`config.mk`:
```
export PLATFORM = sky130hd
export DESIGN_NAME = mux2_1_arb
export DESIGN_NICKNAME = d
export VERILOG_FILES = /design/src/rtl/mux2_1_arb.sv
export SDC_FILE = /design/constraint.sdc
export NUM_CORES = 1
export LEC_CHECK = 0
export CAP_MARGIN = 20
export CORE_UTILIZATION = 30
export CTS_BUF_LIST = sky130_fd_sc_hd__clkbuf_8
export DETAILED_ROUTE_END_ITERATION = 8
export PLACE_DENSITY = 0.62
export SYNTH_ARGS = -nofsm -noshare
export SYNTH_HDL_FRONTEND = slang
export SYNTH_SLANG_ARGS = --single-unit
```
`constraint.sdc`:
```
create_clock -name sys_clk -period 2.68 [get_ports sys_clk]
set_input_delay 0.268 -clock sys_clk [delete_from_list [all_inputs] [get_ports sys_clk]]
set_output_delay 0.268 -clock sys_clk [all_outputs]
set_load 0.005 [all_outputs]
```
`src/rtl/mux2_1_arb.sv`:
```
// rtl/mux2_1_arb.sv - two-source round-robin packet arbiter driving a registered 2:1 mux output stage
// Optional per-source packet counters are enabled by defining MUX_ARB_STATS_EN.
module mux2_1_arb #(
  parameter int DATA_W = 8
`ifdef MUX_ARB_STATS_EN
  ,
  parameter int CNT_W  = 16
`endif
) (
  input  logic              sys_clk,
  input  logic              sys_rst,
  input  logic              in1_valid,
  input  logic [DATA_W-1:0] in1_data,
  input  logic              in1_last,
  output logic              in1_ready,
  input  logic              in2_valid,
  input  logic [DATA_W-1:0] in2_data,
  input  logic              in2_last,
  output logic              in2_ready,
  output logic              out_valid,
  output logic [DATA_W-1:0] out_data,
  output logic              out_last,
  input  logic              out_ready,
  output logic              sel
`ifdef MUX_ARB_STATS_EN
  ,
  output logic [CNT_W-1:0]  pkt_cnt1,
  output logic [CNT_W-1:0]  pkt_cnt2
`endif
);

  typedef enum logic [1:0] {IDLE, GNT1, GNT2} state_t;

  state_t            state_q, state_d;
  logic              sel_q, sel_d;
  logic              last2_q, last2_d;  // 1: in2 was served last, so in1 wins a tie
  logic              out_valid_q, out_valid_d;
  logic [DATA_W-1:0] out_data_q, out_data_d;
  logic              out_last_q, out_last_d;
  logic              out_free;
  logic              acc1, acc2;

  assign out_free  = ~out_valid_q | out_ready;
  assign in1_ready = (state_q == GNT1) & out_free;
  assign in2_ready = (state_q == GNT2) & out_free;
  assign acc1      = in1_valid & in1_ready;
  assign acc2      = in2_valid & in2_ready;

  always_comb begin
    state_d = state_q;
    sel_d   = sel_q;
    last2_d = last2_q;
    case (state_q)
      IDLE: begin
        if (in1_valid && (!in2_valid || last2_q)) begin
          state_d = GNT1;
          sel_d   = 1'b1;
        end else if (in2_valid) begin
          state_d = GNT2;
          sel_d   = 1'b0;
        end
      end
      GNT1: begin
        if (acc1 && in1_last) begin
          state_d = IDLE;
          last2_d = 1'b0;
        end
      end
      GNT2: begin
        if (acc2 && in2_last) begin
          state_d = IDLE;
          last2_d = 1'b1;
        end
      end
      default: state_d = IDLE;
    endcase
  end

  // Only the granted source can be accepted, so acc1/acc2 are mutually exclusive.
  always_comb begin
    out_valid_d = out_valid_q;
    out_data_d  = out_data_q;
    out_last_d  = out_last_q;
    if (acc1) begin
      out_valid_d = 1'b1;
      out_data_d  = in1_data;
      out_last_d  = in1_last;
    end else if (acc2) begin
      out_valid_d = 1'b1;
      out_data_d  = in2_data;
      out_last_d  = in2_last;
    end else if (out_ready) begin
      out_valid_d = 1'b0;
    end
  end

  always_ff @(posedge sys_clk or posedge sys_rst) begin
    if (sys_rst) begin
      state_q     <= IDLE;
      sel_q       <= 1'b1;
      last2_q     <= 1'b1;
      out_valid_q <= 1'b0;
      out_data_q  <= '0;
      out_last_q  <= 1'b0;
    end else begin
      state_q     <= state_d;
      sel_q       <= sel_d;
      last2_q     <= last2_d;
      out_valid_q <= out_valid_d;
      out_data_q  <= out_data_d;
      out_last_q  <= out_last_d;
    end
  end

  assign out_valid = out_valid_q;
  assign out_data  = out_data_q;
  assign out_last  = out_last_q;
  assign sel       = sel_q;

`ifdef MUX_ARB_STATS_EN
  logic [CNT_W-1:0] cnt1_q, cnt1_d;
  logic [CNT_W-1:0] cnt2_q, cnt2_d;

  // Saturating: stop at all-ones instead of wrapping.
  always_comb begin
    cnt1_d = cnt1_q;
    cnt2_d = cnt2_q;
    if (acc1 && in1_last && (cnt1_q != '1)) cnt1_d = cnt1_q + 1'b1;
    if (acc2 && in2_last && (cnt2_q != '1)) cnt2_d = cnt2_q + 1'b1;
  end

  always_ff @(posedge sys_clk or posedge sys_rst) begin
    if (sys_rst) begin
      cnt1_q <= '0;
      cnt2_q <= '0;
    end else begin
      cnt1_q <= cnt1_d;
      cnt2_q <= cnt2_d;
    end
  end

  assign pkt_cnt1 = cnt1_q;
  assign pkt_cnt2 = cnt2_q;
`endif

endmodule

```
# Word-level counts from Yosys, hierarchy flattened
# Index checks and enable logic that the tools add are counted.
# classes
eq_ne	5
mux	17
bitwise	6
reduce_logical	13
# ops
op	n
$mux 8	2
$mux 1	9
$mux 2	4
$pmux 2 s3	1
$reduce_and 3->1	2
$reduce_bool 2->1	3
$and 1x1->1	4
$ne 2x1->1 const B	2
$logic_and 1x1->1	3
$ne 3x3->1 const B	1
$reduce_bool 3->1	1
$eq 2x1->1 const B	1
$eq 2x2->1 const B	1
$logic_not 2->1	1
$pmux 1 s2	1
$reduce_and 2->1	1
$logic_not 1->1	1
$logic_or 1x1->1	1
$not 1->1	1
$or 1x1->1	1
# totals
register_bits	14

# Longest topological paths before layout
# logic_depth
word_depth	7
ltp_mapped	5
depth_no_buf	3

# Worst setup path after synthesis
# No wires, ideal clock.
# synth_path
path_kind	reg2reg
start	register state_q[1]
end	register out_data_q[0] (netlist: out_data[0])
setup_time_ps	127
arrival_time_ps	1096
required_ps	2553
setup_slack_ps	1458
stages_incl_launch_ff	6
period_less_slack_ps	1222
cell_sequence	dfrtp_1 > buf_6 > nand3b_4 > buf_6 > o22ai_1 > o2bb2a_1
# synth_between
elab_chain_cells	4
# synth_rtl
item	line_no	rtl
start: declaration	34	state_t state_q, state_d;
start signal: assignment	106	state_q <= state_d;
$eq 2x1->1 / $eq 2x2->1 (equally long branches)	44, 45	
$and 1x1->1 (on tied branches)	44, 45	
$and 1x1->1 (on tied branches)	46, 47	
$mux 8 / $reduce_bool 2->1 (equally long branches)	-	
end signal: assignment	110	out_data_q <= out_data_d;
end: declaration	38	logic [DATA_W-1:0] out_data_q, out_data_d;
# Parallel ways exist; a longest one is shown, timed or not.
# A chain may end at the register's enable or synchronous reset.

# Worst setup path in the final report
# layout_path
start	input port out_ready
end	output port in1_ready
# layout_between
elab_chain_cells	2
# layout_rtl
item	line_no	rtl
start: declaration	23	input logic out_ready,
$or 1x1->1	43	assign out_free = ~out_valid_q | out_ready;
$and 1x1->1	44	assign in1_ready = (state_q == GNT1) & out_free;
end: declaration	15	output logic in1_ready,
# No other way between the ends.

==> impl_metrics.env <==
export IMPL_worst_setup_path_end_kind="output pin"
export IMPL_firstDrtPassIters=4
export IMPL_cts_root_buf="clkbuf_8"
export IMPL_met2_length_um=712
export IMPL_start_util_pct=32.2
export IMPL_power_frac_clock_pct=17.5
export IMPL_p_per_area_mw_per_mm2=1030
export IMPL_dieArea_mm2=0.00260
export IMPL_n_antenna_cell=0
export IMPL_wl_met3_um=127
export IMPL_ys_ff_latch=14
export IMPL_p_seq_share_pct=36.4
export IMPL_numCtsBuffers=3
export IMPL_finalCriticalPeriod_ns=1.90
export IMPL_drive_gt1_share_pct=10.1
export IMPL_maxSlewViolCount=0
export IMPL_top_layer_used="met3"
export IMPL_dieHeight_um=51.0
export IMPL_synth_top_area_cell="dfrtp_1"
export IMPL_combinationalPowerShare_pct=46.1
export IMPL_clkLatencyLatePin_ns=0.24
export IMPL_clock_skew_final_ns=0.000740
export IMPL_dieWidth_um=51.0
export IMPL_dr_total_vias=637
export IMPL_r2r_start="state_q[1]$_DFFE_PP0P_"
export IMPL_layout_worst_path_cycle_share_pct=70.9
export IMPL_antenna_left=0
export IMPL_hold_viol=0
export IMPL_gp_congestion=0.781
export IMPL_irDropWorstVdd_mv=0.567
export IMPL_tns_ns=0
export IMPL_required_ns=2.41
export IMPL_cts_max_level=1
export IMPL_grt_pass1_wl_mm=2.83
export IMPL_leakagePower_nw=0.465
export IMPL_netlist_instances=64
export IMPL_synth_edf_count=0
export IMPL_row_count=17
export IMPL_ys_types=24
export IMPL_relSlewSlack_pct=66.0
export IMPL_worst_setup_path_type="input port to output pin"
export IMPL_cts_resized=0
export IMPL_multiInputGateArea_um2=313
export IMPL_yosysTopAreaCellShare_pct=41.7
export IMPL_drc=0
export IMPL_synthTopCellsByArea="dfrtp_1, a2bb2oi_1, o22ai_1"
export IMPL_tritoncts="yes"
export IMPL_wl_met1_um=848
export IMPL_drt_initial_drc_count=10
export IMPL_setup_viol=0
export IMPL_drv_cap=0
export IMPL_drt_total_wl_mm=1.69
export IMPL_status="complete, no violations"
export IMPL_rsz0062_at_grt="no"
export IMPL_syn_to_final_growth_pct=56.3
export IMPL_fillers=212
export IMPL_post_cts_buffers=0
export IMPL_arrival_ns=1.63
export IMPL_place_hpwl_mm=1.20
export IMPL_nets=123
export IMPL_synthFlopType="dfrtp_1"
export IMPL_avgRoutedWirePerCell_um=13.3
export IMPL_crit_path_start_kind="input port"
export IMPL_ys_warn_count=0
export IMPL_r2r_end="out_data[6]$_DFFE_PP0P_"
export IMPL_cp_max_fo=7
export IMPL_vias_per_cell=5.02
export IMPL_grt_pass1_vias=632
export IMPL_syn_avg_cell_area_um2=11.2
export IMPL_ios=36
export IMPL_ys_async_sr_fraction_pct=100
export IMPL_grt_overflow=0
export IMPL_coreArea_mm2=0.00223
export IMPL_worst_slew_pin_slew_ns=0.510
export IMPL_cts_sinks=14
export IMPL_max_freq_ghz=0.527
export IMPL_clkTransAtPathRegs_ns=0.06
export IMPL_sw_frac_of_total_pct=30.9
export IMPL_port_buffers=35
export IMPL_antenna_found_initial=0
export IMPL_internal_power_w=0.000799
export IMPL_synth_fp_nets=87
export IMPL_netlist_area_um2=719
export IMPL_reg2reg_depth=3
export IMPL_grt_util_all_layers_pct=15.1
export IMPL_total_power_w=0.00116
export IMPL_cts_buffer_depth=2
export IMPL_r2r_setup_slack_ns=1.28
export IMPL_grt_max_degree=15
export IMPL_p_sw_w=0.000358
export IMPL_regArea_um2=353
export IMPL_ys_seq_area_share_pct=49.0
export IMPL_ctsHoldBuffers=0
export IMPL_hp_class="input port to async pin"
==> cells in the mapped netlist (2+ instances only) <==
library cell / n
dfrtp_1: 12
o22ai_1: 9
a2bb2oi_1: 7
nor2_1: 4
a21oi_1: 3
buf_6: 3
inv_1: 3
nand2b_1: 3
dfstp_2: 2
nand3_1: 2
nand3b_4: 2
o31ai_1: 2
==> per-layer routing <==
layer  vias to the layer above  track usage, %
met5                         -               0
met1                       296            21.6
li1                        311               -
met2                        30            21.5
met4                         0            5.56
met3                         0            4.17
==> state kept, by name (all words and copies together) (netlist names) <==
signal     cells
last2_q        1
out_data       8
out_last       1
out_valid      1
sel            1
state_q        2
==> worst max-delay path, cell delays in order <==
cell             delay [ns]
clkdlybuf4s50_1        0.47
nor2b_1                0.04
buf_4                  0.15
nor3b_1                0.17
clkdlybuf4s50_1        0.53
==> worst max-delay path by stage <==
stage | slack (ns) | from | end
2_1_floorplan | 1.46 | state_q[1]$_DFFE_PP0P_ | out_data[0]$_DFFE_PP0P_
5_1_grt | 0.68 | out_ready | in1_ready
4_1_cts | 0.78 | out_ready | in1_ready
6_report | 0.78 | out_ready | in1_ready
3_5_place_dp | 0.79 | out_ready | in1_ready
3_3_place_gp | 0.78 | out_ready | in1_ready
==> logic make-up after synthesis <==
family          Yosys count  share of synthesized area [%]
compound gates           26                           27.5
simple gates             16                           16.0
flops                    14                           49.0
buf+inv                   8                           7.48
==> per-stage QoR <==
| step | util (%) | area [um^2] | setup WS [ns] | std cells | hold slack (ns) |
|---|---|---|---|---|---|
| 6_report | 50.4 | 1120 | 0.781 | 127 | 0.352 |
| 2_1_floorplan | - | 719 | 1.46 | 64 | 0.156 |
| 3_5_place_dp | 47.9 | 1070 | 0.785 | 123 | 0.489 |
| 3_3_place_gp | 47.9 | 1070 | 0.780 | 123 | 0.483 |
| 5_1_grt | 50.4 | 1120 | 0.683 | 127 | 0.407 |
| 4_1_cts | 50.4 | 1120 | 0.777 | 127 | 0.373 |
==> power groups by stage <==
stage | Clock (W) | Sequential [W] | Combinational [W]
2_1_floorplan | 0 | 0.000389 | 0.000325
3_3_place_gp | 0 | 0.000419 | 0.000538
3_5_place_dp | 0 | 0.000415 | 0.000541
4_1_cts | 0.000207 | 0.000421 | 0.000539
5_1_grt | 0.000222 | 0.000436 | 0.000577
6_report | 0.000202 | 0.000421 | 0.000533
==> layout by cell type, fill, tap and decap left out <==
master,n
clkbuf_8,4
nor2b_1,1
and4_1,1
o22a_1,1
a211oi_1,1
nor3_1,1
clkdlybuf4s50_1,35
nor3b_1,1
o31ai_1,2
inv_1,3
a2bb2oi_1,7
nand3b_4,2
dfstp_2,2
a21oi_4,1
o22ai_1,9
a21boi_0,1
o2bb2a_1,1
nand2_1,1
nand3_1,2
a21oi_1,3
nor2_1,4
dfrtp_1,12
buf_4,1
nand2b_1,3
==> cell type report <==
| type | instances | share of cell area (%) |
|---|---|---|
| inverter | 3 | 1.00 |
| clock buffer | 4 | 4.89 |
| sequential | 14 | 31.4 |
| timing repair buffer | 36 | 31.8 |
| tap | 28 | 3.11 |
| multi-input combinational | 42 | 27.8 |
No activity file was read; power rests on OpenSTA's default activity.
